## config.mk

```make
export PLATFORM = sky130hd
export DESIGN_NAME = seq_alu
export DESIGN_NICKNAME = d
export VERILOG_FILES = /design/src/rtl/alu_pkg.sv /design/src/rtl/alu_mul_seq.sv /design/src/rtl/seq_alu.sv
export SDC_FILE = /design/constraint.sdc
export NUM_CORES = 1
export LEC_CHECK = 0
export CORE_ASPECT_RATIO = 1.2
export CORE_MARGIN = 10
export CORE_UTILIZATION = 35
export DETAILED_ROUTE_END_ITERATION = 10
export PLACE_DENSITY_LB_ADDON = 0.05
export SLEW_MARGIN = 20
export SYNTH_ARGS = -nofsm -noshare
export SYNTH_HDL_FRONTEND = slang
export SYNTH_SLANG_ARGS = --single-unit
export TNS_END_PERCENT = 10
```

## constraint.sdc

```tcl
create_clock -name clk -period 5.2 [get_ports clk]
set_clock_uncertainty 0.2 [all_clocks]
set_input_delay 1.04 -clock clk [delete_from_list [all_inputs] [get_ports clk]]
set_output_delay 1.04 -clock clk [all_outputs]
set_load 0.005 [all_outputs]
```

## src/rtl/alu_pkg.sv

```systemverilog
// rtl/alu_pkg.sv - shared opcode constants and FSM state type for seq_alu
// Contents:
//   OP_ADD..OP_MUL : 3-bit opcode encodings
//   state_t        : control FSM states (IDLE, MUL)
package alu_pkg;

  localparam logic [2:0] OP_ADD = 3'b000;
  localparam logic [2:0] OP_SUB = 3'b001;
  localparam logic [2:0] OP_AND = 3'b010;
  localparam logic [2:0] OP_OR  = 3'b011;
  localparam logic [2:0] OP_XOR = 3'b100;
  localparam logic [2:0] OP_SLT = 3'b101;
  localparam logic [2:0] OP_SHL = 3'b110;
  localparam logic [2:0] OP_MUL = 3'b111;

  typedef enum logic {
    IDLE = 1'b0,
    MUL  = 1'b1
  } state_t;

endpackage

```

## src/rtl/alu_mul_seq.sv

```systemverilog
// rtl/alu_mul_seq.sv - iterative shift-add unsigned multiplier, one bit per cycle
// Ports:
//   clk, rst       : clock, synchronous active-high reset (aborts a running multiply)
//   start          : latch a/b and begin; ignored while busy
//   a, b           : N-bit unsigned operands
//   busy           : iteration in progress
//   done           : high during the final iteration (counter == N-1)
//   product        : 2N-bit product, valid while done is high
module alu_mul_seq #(
  parameter int N = 8
) (
  input  logic           clk,
  input  logic           rst,
  input  logic           start,
  input  logic [N-1:0]   a,
  input  logic [N-1:0]   b,
  output logic           busy,
  output logic           done,
  output logic [2*N-1:0] product
);

  localparam int CW = $clog2(N) + 1;

  logic [CW-1:0]  r_count;
  logic           r_busy;
  logic [N-1:0]   r_mcand;
  // Upper half accumulates partial sums; lower half holds the multiplier,
  // consumed LSB-first as the whole register shifts right each iteration.
  logic [2*N-1:0] r_acc;

  logic [N:0]     w_sum;
  logic [2*N-1:0] w_acc_next;

  assign w_sum      = {1'b0, r_acc[2*N-1:N]} + {1'b0, (r_acc[0] ? r_mcand : {N{1'b0}})};
  assign w_acc_next = {w_sum, r_acc[N-1:1]};

  assign busy    = r_busy;
  assign done    = r_busy && (r_count == CW'(N - 1));
  // The top captures the product on the done edge, so expose the
  // post-iteration value rather than waiting another cycle.
  assign product = w_acc_next;

  always_ff @(posedge clk) begin
    if (rst) begin
      r_busy  <= 1'b0;
      r_count <= '0;
      r_mcand <= '0;
      r_acc   <= '0;
    end else if (start && !r_busy) begin
      r_busy  <= 1'b1;
      r_count <= '0;
      r_mcand <= a;
      r_acc   <= {{N{1'b0}}, b};
    end else if (r_busy) begin
      r_acc <= w_acc_next;
      if (done) begin
        r_busy  <= 1'b0;
        r_count <= '0;
      end else begin
        r_count <= r_count + 1'b1;
      end
    end
  end

endmodule

```

## src/rtl/seq_alu.sv

```systemverilog
// rtl/seq_alu.sv - N-bit registered ALU with valid/ready handshakes and sequential MUL
// Ports:
//   clk, rst                  : clock, synchronous active-high reset
//   in_valid/in_ready         : operation handshake (a, b, control)
//   a, b, control             : operands and 3-bit opcode
//   out_valid/out_ready       : result handshake
//   out, out_hi               : result (out_hi = high half of MUL product, else 0)
//   carry, overflow, zero, negative : flags registered with out
module seq_alu
  import alu_pkg::*;
#(
  parameter int N = 8
) (
  input  logic         clk,
  input  logic         rst,
  input  logic         in_valid,
  output logic         in_ready,
  input  logic [N-1:0] a,
  input  logic [N-1:0] b,
  input  logic [2:0]   control,
  output logic         out_valid,
  input  logic         out_ready,
  output logic [N-1:0] out,
  output logic [N-1:0] out_hi,
  output logic         carry,
  output logic         overflow,
  output logic         zero,
  output logic         negative
);

  localparam int LOG2N = $clog2(N);

  state_t         r_state;
  state_t         w_state_next;

  logic           r_out_valid;
  logic [N-1:0]   r_out;
  logic [N-1:0]   r_out_hi;
  logic           r_carry;
  logic           r_ovf;
  logic           r_zero;
  logic           r_neg;

  logic           w_accept;
  logic           w_start;
  logic           w_wr_alu;
  logic           w_mul_busy;
  logic           w_mul_done;
  logic [2*N-1:0] w_product;

  logic [N:0]     w_add;
  logic [N:0]     w_sub;
  logic [N:0]     w_shl;
  logic           w_slt;
  logic [N-1:0]   w_res;
  logic           w_c;
  logic           w_v;

  assign in_ready = !rst && (r_state == IDLE) && !w_mul_busy && (!r_out_valid || out_ready);
  assign w_accept = in_valid && in_ready;
  assign w_start  = w_accept && (control == OP_MUL);
  assign w_wr_alu = w_accept && (control != OP_MUL);

  alu_mul_seq #(.N(N)) u_mul (
    .clk     (clk),
    .rst     (rst),
    .start   (w_start),
    .a       (a),
    .b       (b),
    .busy    (w_mul_busy),
    .done    (w_mul_done),
    .product (w_product)
  );

  assign w_add = {1'b0, a} + {1'b0, b};
  assign w_sub = {1'b0, a} - {1'b0, b};
  // Bit N of the widened shift is the last bit pushed out; 0 for shift 0.
  assign w_shl = {1'b0, a} << b[LOG2N-1:0];
  // Differing signs decide directly; equal signs cannot overflow the subtract.
  assign w_slt = (a[N-1] != b[N-1]) ? a[N-1] : w_sub[N-1];

  always_comb begin
    w_res = '0;
    w_c   = 1'b0;
    w_v   = 1'b0;
    case (control)
      OP_ADD: begin
        w_res = w_add[N-1:0];
        w_c   = w_add[N];
        w_v   = (a[N-1] == b[N-1]) && (w_add[N-1] != a[N-1]);
      end
      OP_SUB: begin
        w_res = w_sub[N-1:0];
        w_c   = w_sub[N];
        w_v   = (a[N-1] != b[N-1]) && (w_sub[N-1] != a[N-1]);
      end
      OP_AND: w_res = a & b;
      OP_OR:  w_res = a | b;
      OP_XOR: w_res = a ^ b;
      OP_SLT: w_res = {{(N-1){1'b0}}, w_slt};
      OP_SHL: begin
        w_res = w_shl[N-1:0];
        w_c   = w_shl[N];
      end
      default: ;
    endcase
  end

  always_ff @(posedge clk) begin
    if (rst) begin
      r_out_valid <= 1'b0;
      r_out       <= '0;
      r_out_hi    <= '0;
      r_carry     <= 1'b0;
      r_ovf       <= 1'b0;
      r_zero      <= 1'b0;
      r_neg       <= 1'b0;
    end else begin
      if (w_wr_alu) begin
        r_out    <= w_res;
        r_out_hi <= '0;
        r_carry  <= w_c;
        r_ovf    <= w_v;
        r_zero   <= (w_res == '0);
        r_neg    <= w_res[N-1];
      end else if (w_mul_done) begin
        r_out    <= w_product[N-1:0];
        r_out_hi <= w_product[2*N-1:N];
        r_carry  <= 1'b0;
        r_ovf    <= |w_product[2*N-1:N];
        r_zero   <= (w_product == '0);
        r_neg    <= w_product[N-1];
      end

      // A MUL accept implies the old result was free or consumed this edge.
      if (w_wr_alu || w_mul_done) begin
        r_out_valid <= 1'b1;
      end else if (w_start || out_ready) begin
        r_out_valid <= 1'b0;
      end
    end
  end

  always_ff @(posedge clk) begin
    if (rst) begin
      r_state <= IDLE;
    end else begin
      r_state <= w_state_next;
    end
  end

  always_comb begin
    w_state_next = r_state;
    case (r_state)
      IDLE: if (w_start)    w_state_next = MUL;
      MUL:  if (w_mul_done) w_state_next = IDLE;
    endcase
  end

  assign out_valid = r_out_valid;
  assign out       = r_out;
  assign out_hi    = r_out_hi;
  assign carry     = r_carry;
  assign overflow  = r_ovf;
  assign zero      = r_zero;
  assign negative  = r_neg;

endmodule

```

==> impl_metrics.tcl <==
set metrics [dict create \
    die_x_um 118 \
    area_growth_pct 18.0 \
    path_delay_family "compound AO/OA/AOI/OAI gates" \
    hp-class "reg2reg" \
    synth_top_cell_area_share_pct 25.0 \
    outcome "finished, final reports clean" \
    syn_area_um2 4010 \
    drc 0 \
    synth-edff-count 0 \
    clkPwrFrac_pct 33.5 \
    cts_buffers 5 \
    coreArea_um2 11100 \
    maxSlewViolCount 0 \
    clkTransAtPathRegs_ns 0.06 \
    ys_top_cells_by_area "dfxtp_1, ha_1, nand2_1" \
    crit_type "in2reg" \
    cts_sinks 50 \
    period_share_pct 90.2 \
    yosysSeqAreaShare_pct 25.0 \
    switching_share_pct 29.0 \
    yosys_warnings 0 \
    diodes 0 \
    finalCriticalPeriod_ns 4.69 \
    crit_path_start_kind "input pin" \
    io_buffer_count 44 \
    grt_max_degree 34 \
    wl_per_cell_um 17.6 \
    syn_avg_cell_area_um2 7.99 \
    gp_congestion 0.929 \
    worstMarginPinSlew_ns 0.771 \
    gr-total-overflow 0 \
    rrSetupSlack_ns 2.20 \
    vias 3698 \
    worst_ep_required_time_ns 5.24 \
    grt.total_usage_pct 15.0 \
    power_frac_seq_pct 41.0 \
    intPower_mw 0.689 \
    hpwl_um 9720 \
    leakage_nw 1.85 \
    cts_hold_buf 0 \
    maxCapViolCount 0 \
    whs_path_depth 2 \
    cp.depth 17 \
    cp-end-kind "register" \
    ys_ff_latch 50 \
    first_pass_iters 4 \
    setup-tns-final_ns 0 \
    vdd_drop_max_mv 0.123 \
    switchingPower_mw 0.282 \
    cts_root_buf "clkbuf_16" \
    first_global_vias 3737 \
    final_cell_mix "nand2_1, dfxtp_1, nor2_1, clkdlybuf4s50_1, ha_1" \
    grt_pass1_wl_um 19800 \
    crit_top_cell "nor2_1" \
    final_cell_area_um2 4730 \
    synth_cell_types 71 \
    ant_nets 0 \
    cts_tree "yes" \
    maxSlewHeadroom_pct 48.5 \
    cpMaxStageDelayCell "clkdlybuf4s50_1" \
    die_h_um 137 \
    cp_max_fo 5 \
    reg2reg_depth 8 \
    rsz0062_at_grt "no" \
    async_flop_share_pct 0 \
    die_area_um2 16200 \
    floorplan.initialDensity_pct 36.0 \
    critical_path_buf_inv_count 2 \
    final_common_cell "nand2_1" \
    routed_wl_um 12100 \
    syn_inst 502 \
    fmaxAchievable_ghz 0.213 \
    antenna_found_initial 0 \
    nets 594 \
    fill_cells 1159 \
    whs_ns 0.248 \
    path_cells "clkdlybuf4s50_1, inv_1, ha_1, or2_2, a221oi_1, nor2_1, o21bai_1, a21oi_1, nor2_1, nor2_1, fa_1, a22oi_1, a21oi_1, a221oi_1, nand3_1, nor4_2, a32o_1" \
    insertion_delay_ns 0.29 \
    synth-main-ff-cell "dfxtp_1" \
    row_count 42 \
    yosysTopAreaCell "dfxtp_1" \
    clk_path_buf_depth 2 \
    setup_viol 0 \
    cts_setup_buffers 0 \
    post_cts_resized 0 \
    pwr-share-comb_pct 25.5 \
    drtIter0Drc 177 \
    drive_gt1_share_pct 8.80 \
    place_area_um2 4580 \
    max_stage_delay_ns 0.48 \
    io_pins 45 \
    synth_nets 563 \
    hold_viol 0 \
    via_per_inst 5.38 \
    worstPathArrival_ns 4.73 \
    p_per_area_nw_per_um2 205 \
    htree_levels 2 \
]
==> metrics by stage <==
| step | power (mW) | worst slack [ns] | instances | util [%] |
|---|---|---|---|---|
| 2_1_floorplan | 0.563 | 0.975 | 502 | - |
| 3_3_place_gp | 0.653 | 0.352 | 680 | 41.2 |
| 3_5_place_dp | 0.654 | 0.237 | 680 | 41.2 |
| 4_1_cts | 0.985 | 0.530 | 688 | 42.5 |
| 5_1_grt | 1.02 | 0.234 | 688 | 42.5 |
| 6_report | 0.971 | 0.510 | 688 | 42.5 |
==> cells by family after synthesis <==
logic type                 Yosys count  share of synthesized area, %
AOI/OAI and AO/OA                  128                          22.8
muxes                               20                          5.99
and+or+nand+nor                    194                          24.5
buffers and inverters               61                          6.71
xor gates and xnor gates            11                          2.40
adders and majority gates           38                          12.6
DFF                                 50                          25.0
==> Yosys cell counts, types with 3 or more instances <==
library cell and number:
a221oi_1 8, o41ai_1 4, nand2_1 70, mux2i_1 15, a31oi_1 3, ha_1 34, nand3_1 10, or2_2 3
a21o_1 7, nor3b_1 8, nand2b_1 5, dfxtp_1 50, nor4_1 3, o211ai_1 6, a21oi_1 33, xor2_1 5
nor2_1 47, clkbuf_1 14, nor2b_1 5, o21ai_0 13, inv_1 24, inv_2 3, a311oi_1 4, xnor2_1 6
buf_2 14, fa_1 4, nor3_1 10, and3_1 5, a211oi_1 11, mux4_2 3, a22oi_1 8, and2_1 10
o22ai_1 7
==> tightest hold or removal path, cell delays in order (launching register included) <==
cell and delay [ns]:
dfxtp_1 0.30, nand2_1 0.05, a21oi_1 0.05
==> routing by layer <==
layer,part of all wire (%),track usage (%),vias up
met3,4.1,2.38,17
met5,0,0,-
met2,51,27.4,86
met4,2.5,5.85,0
met1,43,17.1,1730
li1,-,-,1865
==> layout make-up <==
| cell class | instances | area (um^2) | area share, % |
|---|---|---|---|
| multi-input cells | 391 | 2740 | 58.0 |
| flip-flops and latches | 50 | 1000 | 21.2 |
| repair buffers | 58 | 546 | 11.5 |
| well taps | 154 | 193 | 4.07 |
| clock buffers | 7 | 143 | 3.01 |
| inverters | 27 | 101 | 2.14 |
| clock inverters | 1 | 5.00 | 0.106 |
==> sequential cells by signal (all words and copies together), names as in the netlist <==
| register | count |
|---|---|
| u_mul.busy | 1 |
| zero | 1 |
| u_mul.r_acc | 16 |
| r_state | 1 |
| u_mul.r_count | 4 |
| out | 8 |
| overflow | 1 |
| u_mul.r_mcand | 8 |
| out_valid | 1 |
| carry | 1 |
| out_hi | 8 |
==> worst paths after layout <==
kind / startpoint / end
setup / recovery: a[1] / zero$_SDFFE_PP0P_
hold / removal: u_mul.r_mcand[7]$_SDFFE_PP0P_ / u_mul.r_mcand[7]$_SDFFE_PP0P_
setup reg to reg: u_mul.busy$_SDFF_PP0_ / u_mul.r_acc[1]$_SDFFE_PP0P_
hold reg to reg: u_mul.r_mcand[7]$_SDFFE_PP0P_ / u_mul.r_mcand[7]$_SDFFE_PP0P_
==> power groups by stage <==
| stage | clock network [mW] | registers (mW) | logic [mW] |
|---|---|---|---|
| after global placement | 0 | 0.407 | 0.247 |
| after floorplan | 0 | 0.405 | 0.158 |
| after CTS | 0.339 | 0.398 | 0.248 |
| final | 0.325 | 0.398 | 0.247 |
| after detailed placement | 0 | 0.407 | 0.247 |
| after global routing | 0.349 | 0.399 | 0.272 |
No activity file was read; power rests on OpenSTA's default activity.
